$ cat src/rtl/multi_cycle_control_unit.sv
// Multi-cycle control unit: registers the decoded control word once per
// instruction and sequences FETCH/DECODE/EXEC/MEM/WB with memory handshake.
module multi_cycle_control_unit #(
    parameter int OPCODE_W = 4,
    parameter int CTRL_W   = 18,
    parameter logic [(2**OPCODE_W)*CTRL_W-1:0] DECODE_TABLE = {
        18'h02001, 18'h02000, 18'h02000, 18'h20500,
        18'h00000, 18'h06000, 18'h0A000, 18'h12042,
        18'h22242, 18'h22046, 18'h22044, 18'h22042,
        18'h01000, 18'h02020, 18'h22880, 18'h22080
    },
    parameter int RW_BIT  = 17,
    parameter int MW_BIT  = 16,
    parameter int MR_BIT  = 9,
    parameter int HLT_BIT = 0,
    parameter int CNT_W   = 16
) (
    input  logic                clk,
    input  logic                rst_n,
    input  logic [OPCODE_W-1:0] Op_Code,
    input  logic                mem_ready,
    output logic [CTRL_W-1:0]   OUT,
    output logic                mem_req,
    output logic                mem_we,
    output logic                ir_we,
    output logic                pc_we,
    output logic                reg_we,
    output logic [2:0]          state,
    output logic                halted,
    output logic [CNT_W-1:0]    instr_count
);

    if (RW_BIT >= CTRL_W || MW_BIT >= CTRL_W || MR_BIT >= CTRL_W || HLT_BIT >= CTRL_W) begin : g_bad_bit
        $error("control bit index out of range of CTRL_W");
    end

    typedef enum logic [2:0] {
        FETCH  = 3'd0,
        DECODE = 3'd1,
        EXEC   = 3'd2,
        MEM    = 3'd3,
        WB     = 3'd4,
        HALT   = 3'd5
    } state_e;

    state_e             state_q, state_d;
    logic [CTRL_W-1:0]  out_q, out_d;
    logic [CNT_W-1:0]   cnt_q, cnt_d;
    logic [CTRL_W-1:0]  dec_entry;
    logic               retire;

    assign dec_entry = DECODE_TABLE[int'(Op_Code)*CTRL_W +: CTRL_W];

    // NOTE: every always_comb output gets a default first so no path infers a latch.
    always_comb begin
        state_d = state_q;
        out_d   = out_q;
        retire  = 1'b0;
        case (state_q)
            FETCH:  if (mem_ready) state_d = DECODE;
            DECODE: begin
                out_d   = dec_entry;
                state_d = dec_entry[HLT_BIT] ? HALT : EXEC;
            end
            EXEC: begin
                if (out_q[MR_BIT] || out_q[MW_BIT]) begin
                    state_d = MEM;
                end else if (out_q[RW_BIT]) begin
                    state_d = WB;
                end else begin
                    state_d = FETCH;
                    retire  = 1'b1;
                end
            end
            MEM: begin
                if (mem_ready) begin
                    if (out_q[RW_BIT]) begin
                        state_d = WB;
                    end else begin
                        state_d = FETCH;
                        retire  = 1'b1;
                    end
                end
            end
            WB: begin
                state_d = FETCH;
                retire  = 1'b1;
            end
            HALT:    state_d = HALT;
            default: state_d = FETCH;
        endcase
        cnt_d = retire ? cnt_q + CNT_W'(1) : cnt_q;
    end

    // NOTE: sequential state uses non-blocking assignments only.
    always_ff @(posedge clk) begin
        if (!rst_n) begin
            state_q <= FETCH;
            out_q   <= '0;
            cnt_q   <= '0;
        end else begin
            state_q <= state_d;
            out_q   <= out_d;
            cnt_q   <= cnt_d;
        end
    end

    // Moore strobes; only the FETCH load strobes look at mem_ready.
    always_comb begin
        mem_req = 1'b0;
        mem_we  = 1'b0;
        ir_we   = 1'b0;
        pc_we   = 1'b0;
        reg_we  = 1'b0;
        halted  = 1'b0;
        case (state_q)
            FETCH: begin
                mem_req = 1'b1;
                ir_we   = mem_ready;
                pc_we   = mem_ready;
            end
            MEM: begin
                mem_req = 1'b1;
                mem_we  = out_q[MW_BIT];
            end
            WB:      reg_we = 1'b1;
            HALT:    halted = 1'b1;
            default: ;
        endcase
    end

    assign OUT         = out_q;
    assign state       = state_q;
    assign instr_count = cnt_q;

endmodule
$ cat config.mk
export PLATFORM = sky130hd
export DESIGN_NAME = multi_cycle_control_unit
export DESIGN_NICKNAME = d
export VERILOG_FILES = /design/src/rtl/multi_cycle_control_unit.sv
export SDC_FILE = /design/constraint.sdc
export NUM_CORES = 1
export LEC_CHECK = 0
export ABC_AREA = 1
export ABC_CLOCK_PERIOD_IN_PS = 1200
export BUFFER_PORTS_ARGS = -buffer_cell sky130_fd_sc_hd__buf_2
export CAP_MARGIN = 20
export CELL_PAD_IN_SITES_DETAIL_PLACEMENT = 0
export CELL_PAD_IN_SITES_GLOBAL_PLACEMENT = 1
export CORE_UTILIZATION = 32
export DETAILED_ROUTE_END_ITERATION = 6
export HOLD_SLACK_MARGIN = 0.15
export PLACE_DENSITY_LB_ADDON = 0.05
export REMOVE_ABC_BUFFERS = 1
export SLEW_MARGIN = 20
export SYNTH_ARGS = -nofsm -noshare
export SYNTH_HDL_FRONTEND = slang
export SYNTH_SLANG_ARGS = --single-unit
$ cat constraint.sdc
create_clock -name clk -period 1.2 [get_ports clk]
set_input_delay 0.06 -clock clk [delete_from_list [all_inputs] [get_ports clk]]
set_output_delay 0.06 -clock clk [all_outputs]
set_load 0.005 [all_outputs]
==> metrics.yaml, run 1 <==
run_status:
  run_status: "finished, violations left"
  violations: "setup timing"
setup_path:
  r2r_slack_ns: -0.08
  crit_required_ns: 1.14
  crit_path_max_incr_delay_ns: 0.39
  worst_ep_arrival_time_ns: 1.23
  cp-start-kind: "flip-flop"
  worstReg2RegEnd: "state[1]"
  r2r_start: "state[2]"
  critPathKind: "flip-flop to output pin"
  crit_path_top_delay_cell: "dfxtp_4"
  cp_common_cell: "buf_6"
  crit_path_end_kind: "output pin"
  path_max_fanout: 4
  crit_chain: "nand2_4 > nor2_4 > buf_6 > inv_4 > buf_6 > nor2_2 > buf_2"
  ff2ff_path_depth: 8
timing:
  rsz0062_at_grt: "true"
  max_freq_mhz: 775
  skew_ns: 0.00829
  layout_min_cycle_time_ns: 1.29
  hold_violations: 0
  setup_viol: 33
  finalCritPeriodShare_pct: 107
  fin_ws_ns: -0.0899
  tns_ns: -1.29
  hold_ws_ns: 0.165
  slew_viol_final: 0
worst_hold_path:
  hold_depth: 3
  min_path_type: "input port to flip-flop"
  min_to: "OUT[10]"
  holdCritStartpoint: "Op_Code[2]"
final_layout:
  fillers: 523
  diodes: 0
  seqCellArea_sq_um: 704
  design_area_sq_um: 2840
  syn_to_final_growth_pct: 58.4
  final_nets: 366
  multi_input_area_sq_um: 1180
  layout-drive-gt1-share_pct: 44.6
synth:
  ys.flop_type: "dfxtp_1"
  synth_area_sq_um: 1790
  async_flop_share_pct: 0
  synth-seq-cells: 34
  synth_warnings: 0
  seq_area_frac_synth_pct: 38.0
  synth.avg_cell_area_sq_um: 6.92
  ys_types: 29
  synthCells: 259
  synth_edf_count: 0
clock_tree:
  path_clk_slew_ns: 0.07
  cts_buffer_depth: 2
  numCtsBuffers: 5
  root_buffer: "clkbuf_8"
  cts-htree-levels: 2
  cts_tree: "yes"
  clock_sinks: 34
  clkLatencyLatePin_ns: 0.28
place:
  dp_hpwl_mm: 3.42
  placed_cell_area_sq_um: 2310
  gp_congestion: 0.792
  portBuffers: 47
pwr:
  vdd_drop_max_mv: 0.621
  powerDensity_nw_per_um2: 974
  p_leak_uw: 0.00134
  total_power_uw: 2760
floorplan:
  ios: 50
  num_rows: 26
  start_util_pct: 34.2
  die_h_um: 76.8
  fp.dieW_um: 76.8
  dieArea_sq_um: 5900
  core_sq_um: 5240
route:
  firstDrtPassIters: 4
  wl_mm: 5.10
  viasPerCell: 4.56
  antenna_left: 0
  num_vias: 1933
  first_iter_violations: 78
  drc: 0
  routedWlPerCell_um: 12.0
grt:
  grt_max_degree: 19
  grt_pass1_vias: 1803
  grt_pass1_wl_mm: 8.56
  antenna_found_initial: 0
  track_usage_pct: 18.3
  overflow: 0
run:
  drv_cap: 0
flip-flops by register name, summed over array words and instances, names as in the netlist:
signal / count
instr_count: 16
OUT: 15
state: 3
worst max-delay path, delay by kind of cell (launching register included):
kind / cells / cell delay (ns)
buffers and inverters: 4 / 0.36
flip-flops: 1 / 0.39
AND/OR/NAND/NOR: 3 / 0.20
routing by layer:
| layer | GRT usage, % | part of all wire [%] | vias up |
|---|---|---|---|
| li1 | - | - | 1027 |
| met2 | 31.4 | 49 | 31 |
| met1 | 22.7 | 47 | 873 |
| met4 | 6.73 | 0.41 | 0 |
| met5 | 0 | 0 | - |
| met3 | 2.98 | 3.0 | 2 |
placed cells by master, fill, tap and decap left out, types with 6 or more instances in the layout:
| master | n |
|---|---|
| dfxtp_1 | 25 |
| inv_1 | 17 |
| nand2_1 | 56 |
| inv_2 | 6 |
| a21oi_1 | 23 |
| nor2_2 | 9 |
| clkbuf_8 | 6 |
| buf_4 | 32 |
| buf_2 | 47 |
| nor2_4 | 6 |
| nor2_1 | 29 |
| nand4_1 | 6 |
| a21oi_2 | 6 |
| nand3_1 | 11 |
| buf_6 | 9 |
| nand3_4 | 8 |
cells in the mapped netlist, types with 2 or more instances:
| master | n | area (sq um) |
|---|---|---|
| buf_6 | 3 | 33.8 |
| buf_4 | 5 | 37.5 |
| nor2_2 | 3 | 18.8 |
| a21oi_1 | 29 | 145 |
| dfxtp_1 | 34 | 681 |
| nor2_1 | 40 | 150 |
| nand2_1 | 60 | 225 |
| nand3b_1 | 2 | 15.0 |
| ha_1 | 6 | 75.1 |
| nand4_1 | 6 | 37.5 |
| nand3_1 | 16 | 80.1 |
| inv_2 | 3 | 11.3 |
| inv_1 | 23 | 86.3 |
| nand2_2 | 3 | 18.8 |
| nand3_2 | 2 | 20.0 |
| buf_2 | 2 | 10.0 |
| o21ai_0 | 9 | 45.0 |
| xnor2_1 | 2 | 17.5 |
repair_timing:
action | 4_1_cts | 5_1_grt
setup endpoints to repair | 38 | 40
resized for setup | 63 | 22
endpoints found under the hold margin | 4 | 0
gates cloned | 3 | 0
hold buffers | 3 | 0
pin swaps | 24 | 16
buffers inserted | 6 | 1
cell families after synthesis:
group | synth area share [%]
AOI/OAI and AO/OA | 11.8
xor gates and xnor gates | 1.47
adders and majority gates | 4.19
buffers and inverters | 10.2
DFF | 38.0
other | 0.209
and+or+nand+nor | 34.1
area by class of cell:
type,count,share of cell area (%)
clock buffers,7,3.04
clock inverters,1,0.176
inverters,26,3.79
multi-input cells,192,41.6
flip-flops and latches,34,24.8
well taps,70,3.09
repair buffers,94,23.5
worst max path at each step:
| stage | start | endpoint | depth (start not counted) |
|---|---|---|---|
| 2_1_floorplan | instr_count[1] | instr_count[12] | 8 |
| 3_3_place_gp | state[2] | instr_count[5] | 9 |
| 3_5_place_dp | state[1] | instr_count[5] | 7 |
| 4_1_cts | state[1] | halted | 6 |
| 5_1_grt | state[1] | mem_we | 7 |
| 6_report | state[1] | mem_we | 7 |
stage by stage:
step                      instances  util (%)  worst slack [ns]
after floorplan                 249         -            -0.110
after global placement          403      44.1            -0.137
after detailed placement        403      44.1            -0.174
after CTS                       423      52.5            -0.123
after global routing            424      54.2            -0.170
final                           424      54.2           -0.0899
power breakdown:
group,internal (uW),leakage [uW],switching [uW],total [uW]
combinational,281,0.00101,368,648
sequential,1180,0.000281,55.2,1240
clock,463,0.0000482,414,878
Power figures use the tool's default switching activity.
==> run 2, diff against run 1 <==
SKIP_LAST_GASP = 1   (was not set)
==> run 2 against run 1 <==
The flow still finishes with violations (setup timing). Hold slack hardly changed. Register-to-register slack hardly changed. First-iteration DRC count is 15% lower. Non-clock buffer count is 1 higher. Clock skew is 0.00061 ns higher. Clock power is 0.6% lower. Critical endpoint unchanged. Largest cell class unchanged.
==> metrics.yaml, run 2 (synthesis results as in run 1) <==
timing:
  max_freq_mhz: 777
  finalCritPeriodShare_pct: 107
  rsz0062_at_grt: "true"
  skew_ns: 0.00890
  setup_viol: 32
  slew_viol_final: 0
  hold_ws_ns: 0.165
  hold_violations: 0
  fin_ws_ns: -0.0878
  layout_min_cycle_time_ns: 1.29
route:
  viasPerCell: 4.56
  routedWlPerCell_um: 12.0
  drc: 0
  wl_mm: 5.10
  first_iter_violations: 66
  firstDrtPassIters: 4
  antenna_left: 0
  num_vias: 1939
final_layout:
  layout-drive-gt1-share_pct: 45.4
  fillers: 528
  final_cells: 425
  final_nets: 367
  layout_common_cells: "nand2_1 (56), buf_2 (47), buf_4 (34)"
  largest_reg_flops: 16
  seqCellArea_sq_um: 708
  syn_to_final_growth_pct: 57.5
  final_common_cell: "nand2_1"
  diodes: 0
  multi_input_area_sq_um: 1170
run_status:
  violations: "setup timing"
  run_status: "finished, violations left"
grt:
  track_usage_pct: 18.3
  grt_max_degree: 19
  overflow: 0
  grt_pass1_vias: 1801
  grt_pass1_wl_mm: 8.55
  antenna_found_initial: 0
clock_tree:
  cts_buffer_depth: 2
  path_clk_slew_ns: 0.07
  cts-htree-levels: 2
  clkLatencyLatePin_ns: 0.28
  cts_tree: "yes"
  clock_sinks: 34
  root_buffer: "clkbuf_8"
  numCtsBuffers: 5
place:
  portBuffers: 47
  gp_congestion: 0.792
  dp.cells: 403
  dp_hpwl_mm: 3.42
  dp_slack_ns: -0.174
floorplan:
  dieArea_sq_um: 5900
  ios: 50
  die_h_um: 76.8
  num_rows: 26
  core_sq_um: 5240
  fp.dieW_um: 76.8
  start_util_pct: 34.2
pwr:
  vdd_drop_max_mv: 0.621
  powerDensity_nw_per_um2: 976
  p_leak_uw: 0.00132
worst_hold_path:
  min_path_type: "input port to flip-flop"
setup_path:
  crit_path_max_incr_delay_ns: 0.39
  cp_common_cell: "buf_6"
  cp-start-kind: "flip-flop"
  crit_path_end_kind: "output pin"
  critPathKind: "flip-flop to output pin"
  path_max_fanout: 4
  crit_required_ns: 1.14
  worst_ep_arrival_time_ns: 1.23
  crit_chain: "nand2_4 > nor2_4 > buf_6 > inv_4 > buf_6 > nor2_2 > buf_2"
  crit_path_top_delay_cell: "dfxtp_4"
run:
  drv_cap: 0
==> run 2: changes by cell type in the layout (fill, tap and decap cells not counted) <==
cell / change
nand2_2: +1
buf_4: +2
a21oi_2: +1
nor2_4: -1
buf_12: -1
dfxtp_1: -1
dfxtp_4: +1
nand3_2: +1
nand3_4: -1
a21oi_1: -1
nand2_4: -1
nor2_2: +1
==> run 2: area by class of cell <==
class	instances	share of cell area [%]
multi-input cells	192	41.3
inverters	26	3.81
clock buffers	7	3.06
repair buffers	95	23.4
well taps	70	3.10
clock inverters	1	0.177
flip-flops and latches	34	25.1
==> run 2: worst max-delay path: cells and delay by family, from the launching register on <==
kind / cells / cell delay (ns)
buf+inv: 4 / 0.36
flops: 1 / 0.39
simple gates: 3 / 0.20
==> run 2: final timing paths <==
check        cells after the start       end  slack [ns]  startpoint
max                              7    mem_we       -0.09    state[1]
min                              3   OUT[10]        0.16  Op_Code[2]
max reg2reg                      8  state[1]       -0.08    state[2]
min reg2reg                      2   OUT[11]        0.46     OUT[11]
==> run 2: what timing repair did <==
item                                    in CTS  in global routing
pin swaps                                   23                 17
endpoints found under the hold margin        4                  0
setup buffers                                6                  2
endpoints found under the setup margin      38                 40
resized for setup                           62                 23
hold buffers                                 3                  0
gates cloned                                 3                  0
==> run 2: power breakdown <==
part / total (uW) / internal [uW] / switching [uW] / leakage [uW]
clock network: 873 / 463 / 410 / 0.0000482
registers: 1230 / 1180 / 54.8 / 0.000282
logic: 646 / 280 / 366 / 0.000992
==> run 2: metal layers <==
metal	track usage [%]	wire [um]
met1	22.7	2410
met5	0	0
met2	31.4	2510
met4	6.73	21
met3	2.98	158
==> run 2: stage by stage <==
| step | power [uW] | area [sq um] | util, % | setup TNS [ns] |
|---|---|---|---|---|
| finish | 2750 | 2820 | 53.9 | -1.22 |
| global route | 2930 | 2820 | 53.9 | -3.97 |
| CTS | 2770 | 2750 | 52.4 | -1.33 |
| detailed placement | 1740 | 2310 | 44.1 | -1.99 |
| floorplan | 1490 | 1710 | - | -0.299 |
| global placement | 1740 | 2310 | 44.1 | -2.43 |
==> run 3, diff against run 2 <==
ABC_CLOCK_PERIOD_IN_PS = 1300   (was 1200)
CORE_UTILIZATION = 36   (was 32)
clock period = 1.3 ns   (was 1.2 ns; I/O delays follow)
==> run 3 against run 2 <==
The run now ends clean. Combinational power fell by 17%. Global-route usage rose by 0.43 points. Utilization fell by 0.29 points. Non-clock buffer count fell by 16. Sequential share of layout area rose by 2.4 points. Die area fell by 11%. Design area fell by 9.7%. Flip-flop and latch count did not move. Count of clock-buffer cells in the layout did not move.
==> metrics.yaml, run 3 (synthesis results as in run 1) <==
run_status:
  run_status: "finished clean"
pwr:
  p_leak_uw: 0.00121
  clockPowerShare_pct: 30.4
  cell_internal_pwr_uw: 1680
  seq_power_share_pct: 47.2
  swShare_pct: 30.1
  power.switching_uw: 722
  vdd_drop_max_mv: 0.489
  combPwrFrac_pct: 22.4
  powerDensity_nw_per_um2: 941
final_layout:
  design_area_sq_um: 2550
  final_cells: 405
  fillers: 516
  diodes: 0
  largest_reg_flops: 16
  layout-drive-gt1-share_pct: 37.0
  syn_to_final_growth_pct: 42.2
  layout_common_cells: "nand2_1 (58), buf_2 (47), nor2_1 (29)"
  final_common_cell: "nand2_1"
  final_nets: 351
place:
  portBuffers: 47
  dp_hpwl_mm: 3.15
  dp.cells: 388
  gp_congestion: 0.814
  dp_slack_ns: -0.0597
  placed_cell_area_sq_um: 2220
setup_path:
  worst_ep_arrival_time_ns: 1.20
  crit_required_ns: 1.24
  critPathKind: "flip-flop to output pin"
  crit_path_top_delay_cell: "dfxtp_4"
  path_max_fanout: 4
  startpoint: "state[2]"
  r2r_start: "state[2]"
  cp_top_family: "flip-flops"
  crit_chain: "buf_4 > nor2_4 > inv_2 > nand2_1 > buf_2"
  crit_path_end_kind: "output pin"
  cp-start-kind: "flip-flop"
  crit_path_max_incr_delay_ns: 0.36
  critPathBufInv: 3
timing:
  layout_min_cycle_time_ns: 1.26
  hold_ws_ns: 0.156
  rsz0062_at_grt: "true"
  hold_violations: 0
  skew_ns: 0.00340
  tns_ns: 0
  setup_viol: 0
  fin_ws_ns: 0.0396
  finalCritPeriodShare_pct: 97.0
  slew_viol_final: 0
  max_freq_mhz: 793
route:
  firstDrtPassIters: 3
  wl_mm: 4.75
  viasPerCell: 4.65
  antenna_left: 0
  drc: 0
  first_iter_violations: 50
  routedWlPerCell_um: 11.7
  num_vias: 1884
clock_tree:
  numCtsBuffers: 5
  cts-htree-levels: 2
  path_clk_slew_ns: 0.07
  cts_tree: "yes"
  root_buffer: "clkbuf_8"
  cts_buffer_depth: 2
  clock_sinks: 34
  clkLatencyLatePin_ns: 0.28
grt:
  track_usage_pct: 18.7
  grt_pass1_wl_mm: 7.65
  overflow: 0
  antenna_found_initial: 0
  grt_pass1_vias: 1658
  grt_max_degree: 16
worst_hold_path:
  min_path_type: "input port to flip-flop"
  holdCritStartpoint: "Op_Code[2]"
floorplan:
  num_rows: 25
  start_util_pct: 37.7
  dieArea_sq_um: 5260
  core_sq_um: 4750
  ios: 50
  die_h_um: 72.5
  fp.dieW_um: 72.5
run:
  drv_cap: 0
-- run 3: timing repair --
| item | 4_1_cts | 5_1_grt |
|---|---|---|
| resized for setup | 4 | 41 |
| hold buffers | 4 | 0 |
| endpoints found under the hold margin | 5 | 0 |
| endpoints found under the setup margin | 9 | 39 |
| gates cloned | 1 | 2 |
| setup buffers | 0 | 3 |
| pin swaps | 1 | 11 |
-- run 3: tightest hold or removal path, cell delays in order --
cell and delay, ns:
buf_2 0.15, a31oi_4 0.11, nor2_1 0.07
-- run 3: cell type report --
type | count | area (sq um) | area share (%)
multi-input cells | 192 | 1090 | 42.7
flip-flops and latches | 34 | 699 | 27.4
repair buffers | 79 | 498 | 19.5
inverters | 26 | 103 | 4.03
well taps | 67 | 83.8 | 3.29
clock buffers | 7 | 76.3 | 2.99
-- run 3: worst paths after layout --
path | end | slack, ns | cells past startpoint
max | mem_req | 0.04 | 5
min reg2reg | OUT[15] | 0.46 | 2
max reg2reg | instr_count[1] | 0.04 | 7
min | OUT[10] | 0.16 | 3
-- run 3: stage by stage --
stage	utilization (%)	power [uW]
2_1_floorplan	-	1380
3_3_place_gp	46.6	1580
3_5_place_dp	46.6	1580
4_1_cts	49.6	2350
5_1_grt	53.6	2550
6_report	53.6	2400
-- run 3: power groups by stage --
stage / sequential [uW] / clock (uW) / combinational, uW
2_1_floorplan: 1150 / 0 / 229
3_3_place_gp: 1140 / 0 / 435
3_5_place_dp: 1150 / 0 / 435
4_1_cts: 1130 / 764 / 461
5_1_grt: 1140 / 809 / 603
6_report: 1130 / 730 / 537
-- run 3: per-layer routing --
| metal | global-route usage, % | vias up | part of all wire (%) | wire length, um |
|---|---|---|---|---|
| li1 | - | 994 | - | - |
| met3 | 4.17 | 4 | 2.7 | 129 |
| met5 | 0 | - | 0 | 0 |
| met2 | 30.3 | 28 | 50 | 2360 |
| met1 | 24.7 | 858 | 47 | 2220 |
| met4 | 5.88 | 0 | 0.93 | 44 |
